==> config.mk <==
export PLATFORM = sky130hd
export DESIGN_NAME = muldiv_unit
export DESIGN_NICKNAME = d
export VERILOG_FILES = /design/src/rtl/muldiv_unit.sv
export SDC_FILE = /design/constraint.sdc
export NUM_CORES = 2
export LEC_CHECK = 0
export CORE_AREA = 5 5 388 390
export DETAILED_ROUTE_END_ITERATION = 10
export DIE_AREA = 0 0 393 395
export GPL_TIMING_DRIVEN = 0
export MAX_ROUTING_LAYER = met4
export PLACE_DENSITY = 0.45
export SLEW_MARGIN = 25
export SYNTH_ARGS = -nofsm -noshare
export SYNTH_HDL_FRONTEND = slang
export SYNTH_SLANG_ARGS = --single-unit
==> constraint.sdc <==
create_clock -name clk -period 20.4 [get_ports clk]
set_input_delay 4.08 -clock clk [delete_from_list [all_inputs] [get_ports clk]]
set_output_delay 4.08 -clock clk [all_outputs]
set_load 0.005 [all_outputs]
==> src/rtl/muldiv_unit.sv <==
// ============================================================================
// muldiv_unit
// ----------------------------------------------------------------------------
// Iterative multiply/divide unit for the EX stage. It executes MULT, MULTU,
// DIV and DIVU and produces the 64-bit {HI,LO} result for the HILO write path.
// The pipeline is stalled through busy while an operation is in flight.
//   - Multiply: fixed latency of MUL_CYCLES from accept to DONE.
//   - Divide  : radix-2 restoring divider, one quotient bit per cycle,
//               32 iterations, DONE 33 cycles after accept.
//   - Divide by zero: no iteration, DONE one cycle after accept with
//               HI = dividend and LO = all ones.
//
// Parameters
//   MUL_CYCLES    cycles from accept to DONE for a multiply (1..4)
//
// Ports
//   clk           in   1   clock, all state updates on the rising edge
//   rst           in   1   synchronous reset, active low
//   flush         in   1   cancel the in-flight or offered operation
//   op_valid      in   1   EX holds a mult/div instruction (held until !busy)
//   op            in   2   00 MULT, 01 MULTU, 10 DIV, 11 DIVU
//   src_a         in   32  rs operand (dividend / multiplicand)
//   src_b         in   32  rt operand (divisor / multiplier)
//   busy          out  1   stall request to pipeline control
//   result_valid  out  1   one-cycle pulse while result holds a completed op
//   result        out  64  {HI[63:32], LO[31:0]}
// ============================================================================
module muldiv_unit #(
   parameter int MUL_CYCLES = 2
) (
   input  logic        clk,
   input  logic        rst,
   input  logic        flush,
   input  logic        op_valid,
   input  logic [1:0]  op,
   input  logic [31:0] src_a,
   input  logic [31:0] src_b,
   output logic        busy,
   output logic        result_valid,
   output logic [63:0] result
);

   typedef enum logic [1:0] {
      S_IDLE = 2'd0,
      S_MUL  = 2'd1,
      S_DIV  = 2'd2,
      S_DONE = 2'd3
   } state_t;

   // Value of cnt on the last cycle spent in MUL. Only meaningful when
   // MUL_CYCLES >= 2; a single-cycle multiply goes straight to DONE.
   localparam logic [5:0] MUL_LAST = 6'(MUL_CYCLES - 2);

   state_t      state;
   logic [5:0]  cnt;
   logic        sign_a;
   logic        sign_b;
   logic [31:0] mag_a;
   logic [31:0] mag_b;
   logic [31:0] rem;
   logic [31:0] quo;

   // Operand decode for the offered instruction: signed ops are reduced to
   // magnitudes plus sign flags so multiply and divide work on unsigned data.
   logic        in_signed;
   logic        in_sign_a;
   logic        in_sign_b;
   logic [31:0] in_mag_a;
   logic [31:0] in_mag_b;

   assign in_signed = ~op[0];
   assign in_sign_a = in_signed & src_a[31];
   assign in_sign_b = in_signed & src_b[31];
   assign in_mag_a  = in_sign_a ? (32'd0 - src_a) : src_a;
   assign in_mag_b  = in_sign_b ? (32'd0 - src_b) : src_b;

   // The multiplier reads the live operands in IDLE (needed only for a
   // single-cycle multiply) and the captured operands in MUL, so one
   // multiplier serves both cases.
   logic [31:0] mul_a;
   logic [31:0] mul_b;
   logic        mul_neg;
   logic [63:0] mul_mag;
   logic [63:0] mul_res;

   assign mul_a   = (state == S_IDLE) ? in_mag_a : mag_a;
   assign mul_b   = (state == S_IDLE) ? in_mag_b : mag_b;
   assign mul_neg = (state == S_IDLE) ? (in_sign_a ^ in_sign_b) : (sign_a ^ sign_b);
   assign mul_mag = 64'(mul_a) * 64'(mul_b);
   assign mul_res = mul_neg ? (64'd0 - mul_mag) : mul_mag;

   // One restoring-division step. The dividend magnitude is shifted out of
   // the top of quo while quotient bits are shifted in at the bottom, so
   // after 32 steps quo holds the quotient and rem the remainder.
   logic [32:0] rem_shift;
   logic [32:0] trial;
   logic        fits;
   logic [31:0] rem_next;
   logic [31:0] quo_next;
   logic [31:0] quo_fix;
   logic [31:0] rem_fix;

   assign rem_shift = {rem, quo[31]};
   assign trial     = rem_shift - {1'b0, mag_b};
   assign fits      = ~trial[32];
   assign rem_next  = fits ? trial[31:0] : rem_shift[31:0];
   assign quo_next  = {quo[30:0], fits};

   // Quotient truncates toward zero and carries sa^sb; the remainder takes
   // the dividend's sign. Sign flags are zero for DIVU, so this is a no-op.
   assign quo_fix = (sign_a ^ sign_b) ? (32'd0 - quo_next) : quo_next;
   assign rem_fix = sign_a ? (32'd0 - rem_next) : rem_next;

   // Stall is combinational so the pipeline holds in the accept cycle itself.
   assign busy = ((state == S_IDLE) && op_valid && !flush) ||
                 (state == S_MUL) || (state == S_DIV);

   // Main control: reset beats flush, flush beats normal sequencing.
   // result_valid is set only on the edge that enters DONE, so it is a
   // one-cycle registered pulse; a flush seen during DONE cannot retract it.
   always_ff @(posedge clk) begin
      if (!rst) begin
         state        <= S_IDLE;
         cnt          <= 6'd0;
         sign_a       <= 1'b0;
         sign_b       <= 1'b0;
         mag_a        <= 32'd0;
         mag_b        <= 32'd0;
         rem          <= 32'd0;
         quo          <= 32'd0;
         result       <= 64'd0;
         result_valid <= 1'b0;
      end else begin
         result_valid <= 1'b0;
         if (flush) begin
            state <= S_IDLE;
            cnt   <= 6'd0;
         end else begin
            case (state)
               S_IDLE: begin
                  if (op_valid) begin
                     sign_a <= in_sign_a;
                     sign_b <= in_sign_b;
                     mag_a  <= in_mag_a;
                     mag_b  <= in_mag_b;
                     cnt    <= 6'd0;
                     if (!op[1]) begin
                        if (MUL_CYCLES == 1) begin
                           result       <= mul_res;
                           result_valid <= 1'b1;
                           state        <= S_DONE;
                        end else begin
                           state <= S_MUL;
                        end
                     end else if (src_b == 32'd0) begin
                        result       <= {src_a, 32'hFFFF_FFFF};
                        result_valid <= 1'b1;
                        state        <= S_DONE;
                     end else begin
                        rem   <= 32'd0;
                        quo   <= in_mag_a;
                        state <= S_DIV;
                     end
                  end
               end
               S_MUL: begin
                  if (cnt == MUL_LAST) begin
                     result       <= mul_res;
                     result_valid <= 1'b1;
                     cnt          <= 6'd0;
                     state        <= S_DONE;
                  end else begin
                     cnt <= cnt + 6'd1;
                  end
               end
               S_DIV: begin
                  rem <= rem_next;
                  quo <= quo_next;
                  if (cnt == 6'd31) begin
                     result       <= {rem_fix, quo_fix};
                     result_valid <= 1'b1;
                     cnt          <= 6'd0;
                     state        <= S_DONE;
                  end else begin
                     cnt <= cnt + 6'd1;
                  end
               end
               default: begin
                  state <= S_IDLE;
               end
            endcase
         end
      end
   end

endmodule
==> tab_implementation.tex <==
\begin{tabular}{lr}
\hline
Metric & Value \\
\hline
\multicolumn{2}{l}{\textbf{Timing}} \\
\quad Period utilisation layout & 0.893 \\
\quad Worst clock skew on the final layout & 0.0164 ns \\
\quad Final max-slew violation count & 0 \\
\quad Accumulated negative setup slack & 0 ns \\
\quad Setup repair after global routing missed its margin & false \\
\quad Final hold violation count & 0 \\
\quad Max transition margin & 0.218 \\
\quad Maximum clock frequency & 54.9 MHz \\
\quad Transition at the pin with the smallest max-transition slack & 1.17 ns \\
\quad Number of endpoints failing setup at the final stage & 0 \\
\quad Final critical delay including setup and external delays & 18.21 ns \\
\multicolumn{2}{l}{\textbf{Min path}} \\
\quad Path type of the worst min-delay path & reg -> reg \\
\quad Hold path startpoint & result[55] \\
\quad Hold Path Depth & 2 \\
\quad Hold-critical path endpoint & result[55] \\
\multicolumn{2}{l}{\textbf{Run status}} \\
\quad Run status & completed \\
\multicolumn{2}{l}{\textbf{Job}} \\
\quad Max Cap Viol & 0 \\
\multicolumn{2}{l}{\textbf{Routing}} \\
\quad Number of iterations in the first detailed-routing pass & 5 \\
\quad Wirelength per Cell & 29.4 um \\
\quad \# DRC & 0 \\
\quad Met2 WL post-DR & 108000 um \\
\quad Number of violations reported at the end of detailed-routing iteration 0 & 4947 \\
\quad Via density per instance & 5.63 \\
\quad Met1 wire length & 105000 um \\
\quad Final WL & 245000 um \\
\quad Routed wl met3 & 21200 um \\
\quad Top layer in use & met4 \\
\quad Post-route antenna net violation count & 0 \\
\quad Total via count after detailed routing & 46800 \\
\multicolumn{2}{l}{\textbf{Placed design}} \\
\quad Half-perimeter wire length of the detailed placement result & 208000 um \\
\quad Final RePlAce weighted congestion & 1.02 \\
\quad Port bufs & 132 \\
\multicolumn{2}{l}{\textbf{Clock tree}} \\
\quad Total of cells resized after clock tree synthesis & 0 \\
\quad Largest buffer count on any clock path & 3 \\
\quad Root buffer cell & sky130\_fd\_sc\_hd\_\_clkbuf\_16 \\
\quad Clock buffers created by TritonCTS & 28 \\
\quad Post-CTS clock slew at the launch and capture registers of the worst setup and hold paths & 0.05 ns \\
\quad Skew-Pair Late Insertion Delay & 0.59 ns \\
\quad CTS tree & built \\
\quad Setup Buffers After CTS & 0 \\
\quad Count of clock tree sinks & 203 \\
\quad Hold Buf Count CTS & 0 \\
\quad H-tree levels & 1 \\
\multicolumn{2}{l}{\textbf{Floorplanning}} \\
\quad Width of the die & 393 um \\
\quad Count of pins on the block boundary & 136 \\
\quad Count of standard-cell rows & 141 \\
\quad Die outline height & 395 um \\
\quad Die Area & 0.155 sq mm \\
\quad Core Area & 0.147 sq mm \\
\quad Initial core utilization & 0.337 \\
\multicolumn{2}{l}{\textbf{Logic synthesis}} \\
\quad Sequential share of the synthesized area & 0.0820 \\
\quad Net count of the mapped netlist & 7458 \\
\quad Share of async-settable or async-resettable flops after synthesis & 0 \\
\quad Cell area after synthesis & 0.0495 sq mm \\
\quad Cell count after synthesis & 6184 \\
\quad Number of synthesized register bits & 203 \\
\quad Number of flops mapped to enable cells by yosys & 0 \\
\quad Synthesized area per cell & 8.01 sq um \\
\quad Most instantiated flip-flop cell in the synthesis netlist & sky130\_fd\_sc\_hd\_\_dfxtp\_1 \\
\quad Cell variety after synth & 102 \\
\quad Warnings from Yosys & 0 \\
\multicolumn{2}{l}{\textbf{Worst setup path}} \\
\quad Crit Reg-Reg Endpoint & result[45] \\
\quad Startpoint Class & input pin \\
\quad Worst stage delay on the critical path & 0.89 ns \\
\quad Worst reg2reg setup slack & 6.60 ns \\
\quad Kind of critical path & in -> reg \\
\quad Crit. End Element & flip-flop \\
\quad Most Frequent Cell on Critical Path & sky130\_fd\_sc\_hd\_\_fa\_1 \\
\quad Data required time at the worst endpoint & 20.85 ns \\
\quad Start of the worst register-to-register path & state[0] \\
\quad Signal arrival time at the worst endpoint & 18.66 ns \\
\quad Worst R2R Path Depth & 35 \\
\quad Crit-path max FO & 10 \\
\quad Critical-path top delay cell & sky130\_fd\_sc\_hd\_\_o31ai\_1 \\
\multicolumn{2}{l}{\textbf{Global routing}} \\
\quad Pin count of the biggest net entering global routing & 14 \\
\quad Wire length of the first global-routing pass & 346000 um \\
\quad Global route total overflow & 0 \\
\quad Initial antenna violation count & 12 \\
\quad GRT Resource Usage Total & 0.319 \\
\quad Number of global-route vias before repair & 46300 \\
\multicolumn{2}{l}{\textbf{Final layout}} \\
\quad Share of post-route cells with drive strength above 1 & 0.0366 \\
\quad Number of inserted filler cells in the final layout & 15600 \\
\quad Final layout net count & 7643 \\
\quad Layout area overhead & 10.6\% \\
\hline
\end{tabular}
[layer usage]
layer  track usage  vias to the layer above
li1              -                    20300
met4         0.107                        0
met3        0.0617                      363
met1         0.431                    24100
met5             -                        -
met2         0.482                     2096
[cell type report]
type / count / area [sq um] / share of cell area
Antenna cell: 6 / 15.0 / 0.000274
Buffer: 362 / 1450 / 0.0265
Multi-Input combinational cell: 4669 / 40700 / 0.743
Sequential cell: 203 / 4060 / 0.0742
Inverter: 950 / 3570 / 0.0651
Timing Repair Buffer: 155 / 1600 / 0.0292
Clock inverter: 8 / 90.1 / 0.00164
Tap cell: 1930 / 2410 / 0.0441
Clock buffer: 41 / 861 / 0.0157
[worst max-delay path by stage]
stage               slack [ns]     start         end  depth (start not counted)
finish                    2.19  src_a[3]  result[59]                         35
CTS                       2.46  src_a[3]  result[59]                         35
global route              1.88  src_a[3]  result[59]                         36
global placement          1.21  src_a[3]  result[59]                         36
detailed placement        1.89  src_a[3]  result[59]                         35
floorplan                 5.60  src_a[3]  result[55]                         35
[state kept, by name (all words and copies together) (netlist names)]
signal        count
sign_a            1
result_valid      1
quo              32
cnt               6
sign_b            1
mag_b            32
state             2
mag_a            32
rem              32
result           64
[synth_stat cells (77+ instances only)]
cell type                    n  area [sq um]
sky130_fd_sc_hd__xor2_1    104           911
sky130_fd_sc_hd__xnor2_1   123          1080
sky130_fd_sc_hd__o21ai_0   167           836
sky130_fd_sc_hd__a211oi_1   85           638
sky130_fd_sc_hd__fa_1      897         18000
sky130_fd_sc_hd__clkbuf_1  314          1180
sky130_fd_sc_hd__inv_1     949          3560
sky130_fd_sc_hd__a21oi_1   330          1650
sky130_fd_sc_hd__a21o_1     94           706
sky130_fd_sc_hd__dfxtp_1   203          4060
sky130_fd_sc_hd__nor2_1    872          3270
sky130_fd_sc_hd__nand2_1   782          2940
sky130_fd_sc_hd__ha_1      307          3840
sky130_fd_sc_hd__nor3_1     77           385
[stage by stage]
| step | worst slack (ns) | hold slack [ns] | std cells | utilization | instance area, sq um |
|---|---|---|---|---|---|
| after global placement | 1.21 | 0.455 | 8246 | 0.363 | 53300 |
| after detailed placement | 1.89 | 0.468 | 8268 | 0.366 | 53800 |
| after floorplan | 5.60 | 0.445 | 6184 | - | 49500 |
| final | 2.19 | 0.470 | 8324 | 0.373 | 54800 |
| after CTS | 2.46 | 0.476 | 8317 | 0.373 | 54700 |
| after global routing | 1.88 | 0.501 | 8321 | 0.373 | 54800 |
[cell usage in the layout, fill, tap and decap left out, types with 20 or more instances in the layout]
| master | count |
|---|---|
| sky130_fd_sc_hd__nand2_1 | 782 |
| sky130_fd_sc_hd__o211ai_1 | 51 |
| sky130_fd_sc_hd__xnor2_1 | 122 |
| sky130_fd_sc_hd__fa_1 | 897 |
| sky130_fd_sc_hd__a221oi_1 | 43 |
| sky130_fd_sc_hd__o21a_1 | 20 |
| sky130_fd_sc_hd__and2_1 | 32 |
| sky130_fd_sc_hd__nor2_1 | 871 |
| sky130_fd_sc_hd__inv_1 | 949 |
| sky130_fd_sc_hd__nand4_1 | 50 |
| sky130_fd_sc_hd__a21oi_2 | 30 |
| sky130_fd_sc_hd__nor3_1 | 77 |
| sky130_fd_sc_hd__or3_1 | 45 |
| sky130_fd_sc_hd__a21o_1 | 94 |
| sky130_fd_sc_hd__buf_6 | 24 |
| sky130_fd_sc_hd__nor4_1 | 39 |
| sky130_fd_sc_hd__o31ai_1 | 34 |
| sky130_fd_sc_hd__clkbuf_1 | 299 |
| sky130_fd_sc_hd__clkbuf_16 | 29 |
| sky130_fd_sc_hd__mux2i_1 | 26 |
| sky130_fd_sc_hd__nand3_1 | 76 |
| sky130_fd_sc_hd__a211oi_1 | 85 |
| sky130_fd_sc_hd__a21oi_1 | 300 |
| sky130_fd_sc_hd__ha_1 | 307 |
| sky130_fd_sc_hd__a31oi_1 | 49 |
| sky130_fd_sc_hd__clkdlybuf4s50_1 | 132 |
| sky130_fd_sc_hd__or2_2 | 21 |
| sky130_fd_sc_hd__xor2_1 | 104 |
| sky130_fd_sc_hd__o21ai_0 | 166 |
| sky130_fd_sc_hd__dfxtp_1 | 203 |
| sky130_fd_sc_hd__buf_1 | 25 |
[critical path, delay by kind of cell]
| family | cells | cell delay [ns] |
|---|---|---|
| adder cells (fa/ha/maj) | 9 | 4.52 |
| AND/OR/NAND/NOR | 10 | 4.02 |
| AO/OA/AOI/OAI | 8 | 3.07 |
| buffers and inverters | 5 | 1.84 |
| XOR/XNOR | 2 | 0.98 |
| multiplexers | 1 | 0.13 |
[cells by family (layout without fill, tap and decap cells)]
family          after synthesis  after routing  synth area share
compound gates             1085           1085             0.145
xor+xnor                    228            228            0.0405
fa+ha+maj                  1204           1204             0.440
buf+inv                    1312           1516             0.101
flops                       203            203            0.0820
mux                          41             41           0.00861
other cells                   0              6                 0
simple gates               2111           2111             0.183
Power is not shown: default switching activity piles up to over one toggle a cycle in this logic, so the estimate is an artifact.
